`src/rtl/bank_load_ctrl.sv`:
```
// bank_load_ctrl: write sequencer for the activation memory banks.
//
// Accepts a byte stream over a valid/ready handshake and interleaves the bytes
// round-robin across NUM_BANKS banks. Byte i of a load goes to bank (i mod
// NUM_BANKS) at word address (base_addr + i / NUM_BANKS) mod DATA_DEPTH.
// One load command is sequenced at a time; completion is a one-cycle done pulse.
//
// Optional feature macro: BANK_LOAD_CHECKSUM_EN adds a 16-bit running sum of
// the accepted bytes (port checksum). Without it the port and adder are absent.
//
// Ports:
//   clk, rst            clock, synchronous active-high reset
//   start, base_addr,   load command (accepted only in IDLE); base word
//   len                 address and byte count captured on start
//   abort               cancel the current load, no done pulse
//   in_valid, in_data,  byte stream handshake
//   in_ready
//   wr_addr, wr_data,   registered bank write port (addr_b, data_b, wrenb)
//   wren, bank_cs       and one-hot chip select
//   busy                high when not IDLE
//   done                one-cycle pulse at the end of a load
//   wrap_err            sticky: a write address wrapped past DATA_DEPTH-1
//   checksum            (optional) mod-2^16 sum of bytes since last start
module bank_load_ctrl #(
  parameter int unsigned ADDR_WIDTH = 13,
  parameter int unsigned DATA_WIDTH = 8,
  parameter int unsigned DATA_DEPTH = 1024,
  parameter int unsigned NUM_BANKS  = 5,
  parameter int unsigned LEN_WIDTH  = 16
) (
  input  logic                  clk,
  input  logic                  rst,
  input  logic                  start,
  input  logic [ADDR_WIDTH-1:0] base_addr,
  input  logic [LEN_WIDTH-1:0]  len,
  input  logic                  abort,
  input  logic                  in_valid,
  input  logic [DATA_WIDTH-1:0] in_data,
  output logic                  in_ready,
  output logic [ADDR_WIDTH-1:0] wr_addr,
  output logic [DATA_WIDTH-1:0] wr_data,
  output logic                  wren,
  output logic [NUM_BANKS-1:0]  bank_cs,
  output logic                  busy,
  output logic                  done,
  output logic                  wrap_err
`ifdef BANK_LOAD_CHECKSUM_EN
  ,
  output logic [15:0]           checksum
`endif
);

  localparam int unsigned SUM_W  = ADDR_WIDTH + 1;
  localparam int unsigned BANK_W = (NUM_BANKS > 1) ? $clog2(NUM_BANKS) : 1;
  localparam logic [SUM_W-1:0]     DEPTH_S   = SUM_W'(DATA_DEPTH);
  localparam logic [BANK_W-1:0]    LAST_BANK = BANK_W'(NUM_BANKS - 1);
  localparam logic [NUM_BANKS-1:0] CS_ONE    = NUM_BANKS'(1);

  typedef enum logic [1:0] {
    S_IDLE = 2'd0,
    S_LOAD = 2'd1,
    S_DONE = 2'd2
  } state_t;

  state_t                state_q, state_d;
  logic [ADDR_WIDTH-1:0] base_q, base_d;
  logic [LEN_WIDTH-1:0]  rem_q, rem_d;
  logic [BANK_W-1:0]     bank_q, bank_d;
  logic [SUM_W-1:0]      word_q, word_d;

  logic                  ready_d, busy_d, done_d, wren_d, wrap_d;
  logic [NUM_BANKS-1:0]  cs_d;
  logic [ADDR_WIDTH-1:0] addr_d;
  logic [DATA_WIDTH-1:0] data_d;

  logic                  hs;
  logic [SUM_W-1:0]      addr_full;
  logic [SUM_W-1:0]      addr_mod;

`ifdef BANK_LOAD_CHECKSUM_EN
  logic [15:0]           csum_d;
`endif

  // in_ready is a flop that always mirrors (state == LOAD && remaining != 0)
  assign hs = in_valid & in_ready;

  // Unreduced word address one bit wider than the bank address, then reduced
  assign addr_full = {1'b0, base_q} + word_q;
  assign addr_mod  = addr_full % DEPTH_S;

  // State register
  always_ff @(posedge clk) begin
    if (rst) begin
      state_q <= S_IDLE;
    end else begin
      state_q <= state_d;
    end
  end

  // Next state, counters and write-port next values
  always_comb begin
    state_d = state_q;
    base_d  = base_q;
    rem_d   = rem_q;
    bank_d  = bank_q;
    word_d  = word_q;
    wren_d  = 1'b0;
    cs_d    = '0;
    addr_d  = wr_addr;
    data_d  = wr_data;
    wrap_d  = wrap_err;
`ifdef BANK_LOAD_CHECKSUM_EN
    csum_d  = checksum;
`endif

    // A handshake can only happen in LOAD; the byte is written even on abort
    if (hs) begin
      wren_d = 1'b1;
      cs_d   = CS_ONE << bank_q;
      addr_d = ADDR_WIDTH'(addr_mod);
      data_d = in_data;
      if (addr_full >= DEPTH_S) begin
        wrap_d = 1'b1;
      end
      rem_d = rem_q - LEN_WIDTH'(1);
      if (bank_q == LAST_BANK) begin
        bank_d = '0;
        word_d = word_q + SUM_W'(1);
      end else begin
        bank_d = bank_q + BANK_W'(1);
      end
`ifdef BANK_LOAD_CHECKSUM_EN
      csum_d = checksum + 16'(in_data);
`endif
    end

    case (state_q)
      S_IDLE: begin
        if (start && !abort) begin
          base_d = base_addr;
          rem_d  = len;
          bank_d = '0;
          word_d = '0;
          wrap_d = 1'b0;
`ifdef BANK_LOAD_CHECKSUM_EN
          csum_d = '0;
`endif
          state_d = (len == '0) ? S_DONE : S_LOAD;
        end
      end
      S_LOAD: begin
        if (hs && (rem_q == LEN_WIDTH'(1))) begin
          state_d = S_DONE;
        end
      end
      S_DONE: begin
        state_d = S_IDLE;
      end
      default: begin
        state_d = S_IDLE;
      end
    endcase

    if (abort) begin
      state_d = S_IDLE;
    end

    ready_d = (state_d == S_LOAD) && (rem_d != '0);
    busy_d  = (state_d != S_IDLE);
    done_d  = (state_d == S_DONE);
  end

  // Counters and registered outputs
  always_ff @(posedge clk) begin
    if (rst) begin
      base_q   <= '0;
      rem_q    <= '0;
      bank_q   <= '0;
      word_q   <= '0;
      in_ready <= 1'b0;
      busy     <= 1'b0;
      done     <= 1'b0;
      wren     <= 1'b0;
      bank_cs  <= '0;
      wr_addr  <= '0;
      wr_data  <= '0;
      wrap_err <= 1'b0;
`ifdef BANK_LOAD_CHECKSUM_EN
      checksum <= '0;
`endif
    end else begin
      base_q   <= base_d;
      rem_q    <= rem_d;
      bank_q   <= bank_d;
      word_q   <= word_d;
      in_ready <= ready_d;
      busy     <= busy_d;
      done     <= done_d;
      wren     <= wren_d;
      bank_cs  <= cs_d;
      wr_addr  <= addr_d;
      wr_data  <= data_d;
      wrap_err <= wrap_d;
`ifdef BANK_LOAD_CHECKSUM_EN
      checksum <= csum_d;
`endif
    end
  end

endmodule
```
`config.mk`:
```
export PLATFORM = sky130hd
export DESIGN_NAME = bank_load_ctrl
export DESIGN_NICKNAME = d
export VERILOG_FILES = /design/src/rtl/bank_load_ctrl.sv
export SDC_FILE = /design/constraint.sdc
export NUM_CORES = 1
export LEC_CHECK = 0
export CAP_MARGIN = 40
export CORE_MARGIN = 5
export CORE_UTILIZATION = 40
export CTS_BUF_LIST = sky130_fd_sc_hd__clkbuf_16
export DETAILED_ROUTE_END_ITERATION = 12
export MAX_ROUTING_LAYER = met4
export PLACE_DENSITY = 0.67
export RECOVER_POWER = 50
export SKIP_CTS_REPAIR_TIMING = 1
export SLEW_MARGIN = 15
export SYNTH_ARGS = -nofsm -noshare
export SYNTH_HDL_FRONTEND = slang
export SYNTH_SLANG_ARGS = --single-unit
```
`constraint.sdc`:
```
create_clock -name clk -period 3.2 [get_ports clk]
set_clock_uncertainty 0.15 [all_clocks]
set_input_delay 0.96 -clock clk [delete_from_list [all_inputs] [get_ports clk]]
set_output_delay 0.96 -clock clk [all_outputs]
set_load 0.02 [all_outputs]
```
==> key figures <==
Min path
  – WHS Endpoint: wr_addr[8]$_SDFFE_PP0P_
  – Hold depth: 2
  – Hold/Removal Path Class: reg2reg
  – Min-delay src: wr_addr[8]$_SDFFE_PP0P_

Global route
  – Largest net degree at the start of global routing: 32
  – Total track usage: 18.21%
  – Global-route wire length before repair: 16530 µm
  – Total gr overflow: 0
  – Via count of the first global-routing pass: 3519
  – Initial antenna violation count: 0

Setup path
  – Largest stage delay on the critical path: 490 ps
  – Top Family by Delay on Critical Path: compound AO/OA/AOI/OAI gates
  – Critical path, cell by cell: clkdlybuf4s50_1, nor4bb_1, buf_4, nand3b_1, xor2_1, o21ai_0, a2111oi_2, nand3_1, o31a_1
  – Reg2reg path depth: 9
  – Slowest cell on the critical path: clkdlybuf4s50_1
  – R2R Path End: wrap_err$_SDFF_PP0_
  – Worst R2R Start: base_q[0]$_SDFFE_PP0P_
  – Worst EP required: 3270 ps
  – Flop-to-flop setup slack: 260 ps
  – WP buf/inv: 2
  – Startpoint type of the worst setup path: input port
  – CP Class: in2reg
  – Peak fanout along the critical path: 6
  – CP endpoint kind: flip-flop
  – Critical Path AT: 3030 ps

Synthesis
  – Register area share after synthesis: 39.45%
  – Cells after Synth: 484
  – EDFF count, synth: 0
  – Most frequent cells after synthesis: 85 x nand2_1, 76 x dfxtp_1, 59 x nor2_1
  – Syn Area/Cell: 7.967 µm²
  – Most frequent cell after synthesis: nand2_1
  – Main area contributors after synthesis: dfxtp_1 39%, nand2_1 8.3%, a21oi_1 7.1%
  – Synth top area share: 39.45%
  – Synth Register Bits: 76
  – YS warnings: 0
  – Netlist cell types: 49
  – Primary FF master, synth: dfxtp_1
  – Yosys top cell by area: dfxtp_1
  – Cell Area, Synth: 0.003856 mm²
  – Ys async rst share: 0%

Clock network
  – CTS sink count: 76
  – Clk_lat worst skew: 330 ps
  – CTS Buf Count: 9
  – Root buffer cell: clkbuf_16
  – # H-tree levels: 3
  – Worst-path clk slew: 60 ps
  – Longest Clk Path Bufs: 2
  – CTS tree: yes

Timing
  – RSZ-0062 raised after global routing: false
  – Worst-Margin Slew: 701.8 ps
  – Setup TNS: 0 ps
  – Final setup viols: 0
  – Minimum clock period: 2961 ps
  – Final Hold Viols: 0
  – Rel. slew slack: 52.56%
  – Slew Viols, Final: 0
  – Max frequency: 0.3378 GHz
  – Period utilization: 92.52%
  – Final WS setup: 239.5 ps

Floorplanning
  – Total core area: 0.009328 mm²
  – Num ports: 73
  – Die extent in x: 108.2 µm
  – Die H: 108.2 µm
  – Num rows: 35
  – Die area: 0.01170 mm²
  – Starting density of the core: 41.34%

Layout
  – Final Net Count: 629
  – FILL cells: 868
  – Final instance count without filler cells: 702
  – Fraction of layout instances using a drive strength above 1: 10.12%
  – Final Util: 55.45%
  – Area growth from synthesis to layout: 34.13%
  – Antenna fix cells: 0

Place
  – HPWL after detailed placement: 7593 µm
  – Placed insts: 686
  – Pre-CTS setup slack: -145.7 ps
  – Final RePlAce weighted congestion: 0.9052
  – Port Buf Inserts: 69

Route
  – WL per Instance: 14.33 µm
  – DRC Markers: 0
  – Pre-Repair DR Iteration Count: 5
  – DR vias: 3620
  – Detailed Route Iter0 Violations: 188
  – Routed WL: 10060 µm
  – Via density: 5.157
  – Post-DRT Antenna Nets: 0

Status
  – Outcome: finished, final reports clean

Pwr
  – Power per cell area: 454.4 mW/mm²
  – Maximum VDD drop: 0.0002430 V
  – Leakage Power: 2.105 nW

Job
  – Max cap viols: 0
-- area by class of cell --
cell class              count  area [µm²]  share of cell area, %
well taps                 129       161.4                  3.120
repair buffers             96       885.9                  17.13
clock buffers               9       225.2                  4.354
multi-input cells         381        2262                  43.73
inverters                   4       15.01                 0.2903
clock inverters             7       101.3                  1.959
flip-flops and latches     76        1521                  29.41
-- worst max path at each step --
stage | cells past startpoint | slack, ps | endpoint | start
floorplan | 7 | 340 | in_ready$_SDFF_PP0_ | abort
global placement | 9 | -60 | in_ready$_SDFF_PP0_ | in_valid
detailed placement | 9 | -150 | in_ready$_SDFF_PP0_ | in_valid
CTS | 9 | -30 | wrap_err$_SDFF_PP0_ | base_q[0]$_SDFFE_PP0P_
global route | 9 | 50 | wrap_err$_SDFF_PP0_ | base_q[0]$_SDFFE_PP0P_
finish | 9 | 240 | in_ready$_SDFF_PP0_ | in_valid
-- per-layer routing --
layer / vias to the layer above / part of all wire, % / global-route usage (%)
met1: 1668 / 49 / 24.06
met2: 96 / 45 / 28.02
met5: - / 0 / -
li1: 1844 / - / -
met4: 0 / 1.6 / 6.132
met3: 12 / 4.8 / 3.522
-- layout by cell type, fill, tap and decap left out, types with 7 or more instances in the layout --
cell,netlist,layout
clkbuf_16,0,9
nor3_1,7,7
nand4_1,11,11
nor2_1,59,59
and3_1,9,9
nand2_1,85,85
buf_4,3,25
o21ai_0,14,14
nor4_1,7,7
a21oi_1,55,55
dlygate4sd3_1,0,28
clkdlybuf4s50_1,0,40
nand3_1,11,11
dfxtp_1,76,76
xnor2_1,12,12
a211oi_1,8,8
ha_1,18,18
xor2_1,21,21
-- report_power, final --
| part | switching [W] | internal, W | total (W) |
|---|---|---|---|
| sequential | 0.0000232 | 0.000971 | 0.000994 |
| combinational | 0.000134 | 0.000129 | 0.000263 |
| clock | 0.000407 | 0.000686 | 0.00109 |
| total | 0.000565 | 0.00179 | 0.00235 |
-- cells by family (layout without fill, tap and decap cells) --
group | after synthesis | count (layout) | synth area share [%]
adder cells (fa/ha/maj) | 19 | 19 | 6.360
AND/OR/NAND/NOR | 224 | 224 | 27.71
buffers and inverters | 29 | 116 | 3.147
XOR/XNOR | 33 | 33 | 7.495
other | 1 | 3 | 0.09725
flip-flops | 76 | 76 | 39.45
AO/OA/AOI/OAI | 102 | 102 | 15.74
-- stage by stage --
stage                     total power (W)  instance area, µm²  hold slack (ps)
after floorplan                  0.001152                3864            290.6
after global placement           0.001270                4813            290.8
after detailed placement         0.001274                4813            298.4
after CTS                        0.002365                5140            306.6
after global routing             0.002444                5172            315.7
final                            0.002351                5172            299.7
-- registers in the layout, summed over array words and instances (netlist names), 2 cells and up --
name and cells:
bank_cs 5, bank_q 3, base_q 13, rem_q 16, state_q 2, word_q 14, wr_addr 10, wr_data 8
-- tightest hold or removal path: cells and delay by family, from the launching register on --
kind / cells / cell delay, ps
flops: 1 / 310
simple gates: 1 / 50
compound gates: 1 / 50
No activity file was read; power rests on OpenSTA's default activity.
